**config.mk**
```make
export PLATFORM = sky130hd
export DESIGN_NAME = sad_search_engine
export DESIGN_NICKNAME = d
export VERILOG_FILES = /design/src/rtl/sad_search_engine.sv
export SDC_FILE = /design/constraint.sdc
export NUM_CORES = 1
export LEC_CHECK = 0
export CORE_ASPECT_RATIO = 1.1
export CORE_MARGIN = 2
export CORE_UTILIZATION = 50
export DETAILED_ROUTE_END_ITERATION = 12
export PLACE_DENSITY = 0.77
export SYNTH_ARGS = -nofsm -noshare
export SYNTH_HDL_FRONTEND = slang
export SYNTH_SLANG_ARGS = --single-unit
```
**constraint.sdc**
```tcl
create_clock -name i_clk -period 3.5 [get_ports i_clk]
set_clock_uncertainty 0.15 [all_clocks]
set_input_delay 0.7 -clock i_clk [delete_from_list [all_inputs] [get_ports i_clk]]
set_output_delay 0.7 -clock i_clk [all_outputs]
set_load 0.1 [all_outputs]
```
**src/rtl/sad_search_engine.sv**
```systemverilog
// sad_search_engine
// Streaming sum-of-absolute-differences engine for block-matching motion
// estimation. Each beat carries LANES pixel pairs and BEATS beats make one
// candidate block. A three-stage pipeline produces one SAD per candidate,
// and the engine tracks the minimum SAD and its candidate index over a
// search of NUM_CAND candidates.
//
// state    | meaning
// ---------+-------------------------------------------------------------
// ST_IDLE  | no search active, in_valid ignored, waiting for search_start
// ST_RUN   | accepting beats on in_valid until the last beat of the last
//          | candidate is taken
// ST_DRAIN | input ignored, pipeline emptying; third cycle carries the
//          | final sad_valid together with done
//
// Pipeline (no stall, no backpressure):
//   S1  per-lane |a-b|
//   S2  adder-tree sum of the lanes
//   S3  per-candidate accumulator, SAD output register, running minimum
// A beat presented in cycle t leaves S3 in cycle t+3.

module sad_search_engine #(
    parameter  int PIX_W    = 8,
    parameter  int LANES    = 4,
    parameter  int BEATS    = 4,
    parameter  int NUM_CAND = 16,
    localparam int SAD_W    = PIX_W + $clog2(LANES * BEATS),
    localparam int IDX_W    = (NUM_CAND > 1) ? $clog2(NUM_CAND) : 1
) (
    input  logic                     i_clk,
    input  logic                     i_rst,
    input  logic                     i_search_start,
    input  logic                     i_in_valid,
    input  logic [LANES*PIX_W-1:0]   i_a_pix,
    input  logic [LANES*PIX_W-1:0]   i_b_pix,
    output logic                     o_sad_valid,
    output logic [SAD_W-1:0]         o_sad,
    output logic [IDX_W-1:0]         o_sad_idx,
    output logic [SAD_W-1:0]         o_best_sad,
    output logic [IDX_W-1:0]         o_best_idx,
    output logic                     o_busy,
    output logic                     o_done
);

    localparam int SUM_W  = PIX_W + $clog2(LANES);
    localparam int BEAT_W = (BEATS > 1) ? $clog2(BEATS) : 1;

    localparam logic [BEAT_W-1:0] LAST_BEAT = BEAT_W'(BEATS - 1);
    localparam logic [IDX_W-1:0]  LAST_CAND = IDX_W'(NUM_CAND - 1);
    localparam logic [1:0]        DRAIN_END = 2'd2;

    typedef enum logic [1:0] {
        ST_IDLE  = 2'd0,
        ST_RUN   = 2'd1,
        ST_DRAIN = 2'd2
    } state_t;

    state_t              r_state;
    state_t              w_state_next;
    logic [1:0]          r_drain_cnt;

    logic [BEAT_W-1:0]   r_beat_cnt;
    logic [IDX_W-1:0]    r_cand_cnt;

    logic                w_accept;
    logic [BEAT_W-1:0]   w_beat_cur;
    logic [IDX_W-1:0]    w_cand_cur;
    logic                w_first_beat;
    logic                w_last_beat;
    logic                w_last_cand;

    logic [PIX_W-1:0]    w_abs [LANES];

    logic                r_s1_valid;
    logic                r_s1_first;
    logic                r_s1_last;
    logic [IDX_W-1:0]    r_s1_idx;
    logic [PIX_W-1:0]    r_s1_abs [LANES];

    logic [SUM_W-1:0]    w_s1_sum;

    logic                r_s2_valid;
    logic                r_s2_first;
    logic                r_s2_last;
    logic [IDX_W-1:0]    r_s2_idx;
    logic [SUM_W-1:0]    r_s2_sum;

    logic                w_s3_fire;
    logic                w_s3_emit;
    logic [SAD_W-1:0]    w_acc_next;

    logic [SAD_W-1:0]    r_acc;
    logic                r_sad_valid;
    logic [SAD_W-1:0]    r_sad;
    logic [IDX_W-1:0]    r_sad_idx;
    logic [SAD_W-1:0]    r_best_sad;
    logic [IDX_W-1:0]    r_best_idx;

    // A start pulse restarts the counters in the same cycle, so a beat
    // presented alongside it is already seen as beat 0 of candidate 0.
    assign w_accept     = i_in_valid && (i_search_start || (r_state == ST_RUN));
    assign w_beat_cur   = i_search_start ? '0 : r_beat_cnt;
    assign w_cand_cur   = i_search_start ? '0 : r_cand_cnt;
    assign w_first_beat = (w_beat_cur == '0);
    assign w_last_beat  = (w_beat_cur == LAST_BEAT);
    assign w_last_cand  = (w_cand_cur == LAST_CAND);

    // Beat and candidate position of the next accepted beat.
    always_ff @(posedge i_clk) begin
        if (i_rst) begin
            r_beat_cnt <= '0;
            r_cand_cnt <= '0;
        end else if (w_accept) begin
            if (w_last_beat) begin
                r_beat_cnt <= '0;
                r_cand_cnt <= w_cand_cur + IDX_W'(1);
            end else begin
                r_beat_cnt <= w_beat_cur + BEAT_W'(1);
                r_cand_cnt <= w_cand_cur;
            end
        end else if (i_search_start) begin
            r_beat_cnt <= '0;
            r_cand_cnt <= '0;
        end
    end

    // Per-lane absolute difference, formed as a signed PIX_W+1 subtraction.
    for (genvar g = 0; g < LANES; g++) begin : g_lane
        logic signed [PIX_W:0] w_diff;
        assign w_diff   = $signed({1'b0, i_a_pix[g*PIX_W +: PIX_W]})
                        - $signed({1'b0, i_b_pix[g*PIX_W +: PIX_W]});
        assign w_abs[g] = w_diff[PIX_W] ? PIX_W'(-w_diff) : PIX_W'(w_diff);
    end

    // S1: register lane differences with the beat's position tags.
    always_ff @(posedge i_clk) begin
        if (i_rst) begin
            r_s1_valid <= 1'b0;
            r_s1_first <= 1'b0;
            r_s1_last  <= 1'b0;
            r_s1_idx   <= '0;
            for (int i = 0; i < LANES; i++) begin
                r_s1_abs[i] <= '0;
            end
        end else begin
            r_s1_valid <= w_accept;
            r_s1_first <= w_first_beat;
            r_s1_last  <= w_last_beat;
            r_s1_idx   <= w_cand_cur;
            for (int i = 0; i < LANES; i++) begin
                r_s1_abs[i] <= w_abs[i];
            end
        end
    end

    // Lane sum feeding S2; synthesis is free to balance it into a tree.
    always_comb begin
        w_s1_sum = '0;
        for (int i = 0; i < LANES; i++) begin
            w_s1_sum = w_s1_sum + SUM_W'(r_s1_abs[i]);
        end
    end

    // S2: register the beat sum; a start pulse drops whatever S1 held.
    always_ff @(posedge i_clk) begin
        if (i_rst) begin
            r_s2_valid <= 1'b0;
            r_s2_first <= 1'b0;
            r_s2_last  <= 1'b0;
            r_s2_idx   <= '0;
            r_s2_sum   <= '0;
        end else begin
            r_s2_valid <= r_s1_valid && !i_search_start;
            r_s2_first <= r_s1_first;
            r_s2_last  <= r_s1_last;
            r_s2_idx   <= r_s1_idx;
            r_s2_sum   <= w_s1_sum;
        end
    end

    // The first beat of a candidate loads the accumulator, later beats add.
    assign w_s3_fire  = r_s2_valid && !i_search_start;
    assign w_s3_emit  = w_s3_fire && r_s2_last;
    assign w_acc_next = r_s2_first ? SAD_W'(r_s2_sum)
                                   : r_acc + SAD_W'(r_s2_sum);

    // S3: accumulate, publish the finished SAD and keep the strict minimum
    // so that ties stay with the earlier candidate.
    always_ff @(posedge i_clk) begin
        if (i_rst) begin
            r_acc       <= '0;
            r_sad_valid <= 1'b0;
            r_sad       <= '0;
            r_sad_idx   <= '0;
            r_best_sad  <= '1;
            r_best_idx  <= '0;
        end else begin
            r_sad_valid <= w_s3_emit;
            if (w_s3_fire) begin
                r_acc <= w_acc_next;
            end
            if (w_s3_emit) begin
                r_sad     <= w_acc_next;
                r_sad_idx <= r_s2_idx;
            end
            if (i_search_start) begin
                r_best_sad <= '1;
                r_best_idx <= '0;
            end else if (w_s3_emit && (w_acc_next < r_best_sad)) begin
                r_best_sad <= w_acc_next;
                r_best_idx <= r_s2_idx;
            end
        end
    end

    // FSM state register; the drain counter times the three DRAIN cycles.
    always_ff @(posedge i_clk) begin
        if (i_rst) begin
            r_state     <= ST_IDLE;
            r_drain_cnt <= '0;
        end else begin
            r_state <= w_state_next;
            if ((r_state == ST_DRAIN) && (w_state_next == ST_DRAIN)) begin
                r_drain_cnt <= r_drain_cnt + 2'd1;
            end else begin
                r_drain_cnt <= '0;
            end
        end
    end

    // FSM next-state logic; search_start overrides every state.
    always_comb begin
        w_state_next = r_state;
        if (i_search_start) begin
            if (w_accept && w_last_beat && w_last_cand) begin
                w_state_next = ST_DRAIN;
            end else begin
                w_state_next = ST_RUN;
            end
        end else begin
            case (r_state)
                ST_IDLE: begin
                    w_state_next = ST_IDLE;
                end
                ST_RUN: begin
                    if (w_accept && w_last_beat && w_last_cand) begin
                        w_state_next = ST_DRAIN;
                    end
                end
                ST_DRAIN: begin
                    if (r_drain_cnt == DRAIN_END) begin
                        w_state_next = ST_IDLE;
                    end
                end
                default: begin
                    w_state_next = ST_IDLE;
                end
            endcase
        end
    end

    // FSM outputs; the last DRAIN cycle is the one carrying the final SAD.
    always_comb begin
        o_busy = (r_state != ST_IDLE);
        o_done = (r_state == ST_DRAIN) && (r_drain_cnt == DRAIN_END);
    end

    assign o_sad_valid = r_sad_valid;
    assign o_sad       = r_sad;
    assign o_sad_idx   = r_sad_idx;
    assign o_best_sad  = r_best_sad;
    assign o_best_idx  = r_best_idx;

endmodule

```
==> impl_results.md, run 1 <==
- Seq cells post-synth: 111
- Leakage power: 0.00407 uW
- Clock sink count: 111
- CP Capture Point: r_s2_sum[8]
- Yosys top cell area share: 0.309
- Synthesized cell area: 0.00718 mm^2
- Ratio of cells with drive above 1 in the final layout: 0.133
- Pre-antenna DRT Iters: 5
- Mean Syn Cell Area: 8.73 um^2
- Worst-path clk slew: 0.08 ns
- Worst skew pair latency: 0.34 ns
- Diode count: 0
- Tot GR Track Use: 0.204
- Largest fanout on the critical path: 2
- WL final: 15500 um
- Netlist cell types: 64
- CP startpoint: r_s1_abs[3][2]
- DP Area: 0.00848 mm^2
- Number of CTS-inserted buffers: 9
- Post-synthesis to final-layout area growth: 23.8%
- R2R Path End: r_s2_sum[8]
- Critical Path Stages: 9
- Startpoint Class: flop
- Worst reg2reg path depth: 9
- Design area: 0.00889 mm^2
- Max stage delay on crit path: 0.51 ns
- Final hold slack: 0.271 ns
- Initial antenna violation count: 0
- Most frequent CP cell: fa_1
- Main synth FF type: dfxtp_1
- Vias per cell: 5.34
- Final non-filler cell total: 1136
- Highest achievable clock rate: 297 MHz
- Fin. Hold Viols: 0
- GP Congestion: 0.861
- Mapped Cells: 823
- # rows: 45
- H-Tree Depth: 3
- Worst-margin pin slew: 0.628 ns
- HPWL after DPL: 12200 um
- PortBufs: 102
- CTS Hold Buffers Added: 0
- Die Area: 0.0153 mm^2
- PD cells: 454 mW/mm^2
- Synth top cells by count: dfxtp_1, inv_1, ha_1
- Die Span Y: 130 um
- Number of flops mapped to enable cells by yosys: 0
- WS Path Type: flop to flop
- # DRC: 0
- Crit path max-delay cell type: a2111oi_0
- Critical path arrival: 3.45 ns
- Die width: 118 um
- Largest net degree at the start of global routing: 50
- Final setup fails: 0
- I/O pins: 103
- Crit. End Element: flop
- Vias in the first global route: 5826
- CP Cell Sequence: fa_1 > fa_1 > ha_1 > a21o_1 > a21oi_1 > o21ai_1 > a2111oi_0 > nor3_1 > mux2_2
- Synth top area cells: dfxtp_1, ha_1, fa_1
- Worst EP required: 3.59 ns
- Final min period: 3.36 ns
- Async SR Flop Fraction: 0
- Normalized max-slew margin: 0.582
- Total number of vias: 6063
- Placed insts: 1120
- Routed length per instance: 13.6 um
- Initial Utilization: 0.517
- Crit path buf inv count: 0
- Most frequent cell after synthesis: dfxtp_1
- CTS tree: built
- GRT overflow: 0
- Core box area: 0.0139 mm^2
- Fin nets: 1105
- Max-slew violations: 0
- Antenna Nets Post-Route: 0
- Top delay family on crit path: adder cells
- Setup TNS: 0 ns
- Flop2flop setup slack: 0.14 ns
- Class of the worst hold path: flop to flop
- Fin crit share: 0.960
- Clock root cell: clkbuf_16
- Max-cap viol count: 0
- Sequential fraction of the synthesis area: 0.309
- Outcome: finished, final reports clean
- YS warnings: 0
- Syn Nets: 985
- First-pass GRT wire length: 25900 um
- Post-synth top area cell: dfxtp_1
- Starting DRT DRC Count: 279
- R2R Path Start: r_s1_abs[3][2]
- CTS Buffer Depth: 2
- Final Util: 0.640
- Worst vdd ir: 0.314 mV
## where the power goes
group	switching [uW]	internal, uW
Clock	501	506
Sequential	73.3	1380
Combinational	831	743
## logic make-up after synthesis
family,Yosys count,synth area share
simple gates,228,0.158
compound gates,208,0.205
buf+inv,121,0.0646
flops,111,0.309
fa+ha+maj,94,0.186
xor+xnor,42,0.0512
mux,19,0.0268
## sequential cells by signal, indices dropped and copies added (netlist names), 2 cells and up
register / cells
o_best_idx: 4
o_best_sad: 12
o_sad: 12
o_sad_idx: 4
r_acc: 12
r_beat_cnt: 2
r_cand_cnt: 4
r_drain_cnt: 2
r_s1_abs: 32
r_s1_idx: 4
r_s2_idx: 4
r_s2_sum: 10
r_state: 2
## final cells by class
| class | count | area, um^2 |
|---|---|---|
| clock inverter | 7 | 73.8 |
| multi-input combinational | 591 | 4600 |
| timing repair buffer | 134 | 1180 |
| inverter | 96 | 360 |
| sequential | 111 | 2220 |
| clock buffer | 9 | 225 |
| fill | 1180 | 5010 |
| tap | 188 | 235 |
## cell usage in the layout, fill, tap and decap left out, types with 7 or more instances in the layout
cell type / netlist / final
a211oi_1: 32 / 28
a211oi_2: 4 / 8
a21o_1: 16 / 16
a21oi_1: 41 / 38
a31oi_1: 10 / 10
and2_1: 11 / 11
and3_1: 7 / 7
buf_4: 1 / 65
clkbuf_16: 0 / 9
clkdlybuf4s50_1: 0 / 66
dfxtp_1: 111 / 111
fa_1: 21 / 20
ha_1: 73 / 72
inv_1: 96 / 95
mux2i_1: 17 / 17
nand2_1: 41 / 40
nand3_1: 14 / 14
nand4_1: 7 / 7
nor2_1: 72 / 68
nor2b_1: 27 / 27
nor3_1: 15 / 15
o211ai_1: 8 / 8
o21a_1: 8 / 8
o21ai_0: 29 / 27
o31ai_1: 7 / 7
xnor2_1: 26 / 26
xor2_1: 16 / 16
## layer usage
| layer | share of wire | GRT usage | vias to the layer above |
|---|---|---|---|
| li1 | - | - | 3120 |
| met1 | 0.44 | 0.246 | 2782 |
| met2 | 0.50 | 0.378 | 138 |
| met3 | 0.032 | 0.0267 | 23 |
| met4 | 0.023 | 0.0638 | 0 |
| met5 | 0 | 0 | - |
## worst min-delay path by stage
stage | start | endpoint | cells past startpoint
final | r_drain_cnt[0] | r_drain_cnt[0] | 1
after global routing | r_s1_valid | r_s2_valid | 1
after CTS | r_drain_cnt[0] | r_drain_cnt[0] | 1
after detailed placement | r_drain_cnt[0] | r_drain_cnt[0] | 1
after global placement | r_drain_cnt[0] | r_drain_cnt[0] | 1
after floorplan | r_drain_cnt[0] | r_drain_cnt[0] | 1
## per-stage QoR
step	power (uW)	worst slack (ns)
finish	4040	0.139
global placement	2990	0.106
CTS	4040	0.0249
detailed placement	3030	-0.00416
global route	4320	-0.00865
floorplan	2570	0.0741
## timing repair
action / 4_1_cts / 5_1_grt
setup buffers: 0 / 0
endpoints found under the setup margin: 8 / 16
gates resized for setup: 1 / 25
pin swaps: 0 / 9
cloned: 0 / 0
Note: power is estimated with default switching activity, not from simulation.
==> inputs of run 2 (changes only) <==
--- a/config.mk
+++ b/config.mk
@@ -9,6 +9,7 @@
 export CORE_MARGIN = 2
 export CORE_UTILIZATION = 50
 export DETAILED_ROUTE_END_ITERATION = 12
+export HOLD_SLACK_MARGIN = 0.15
 export PLACE_DENSITY = 0.77
 export SYNTH_ARGS = -nofsm -noshare
 export SYNTH_HDL_FRONTEND = slang
==> results of run 2 <==
No change in the layout: final DEF, timing and power equal those of run 1.
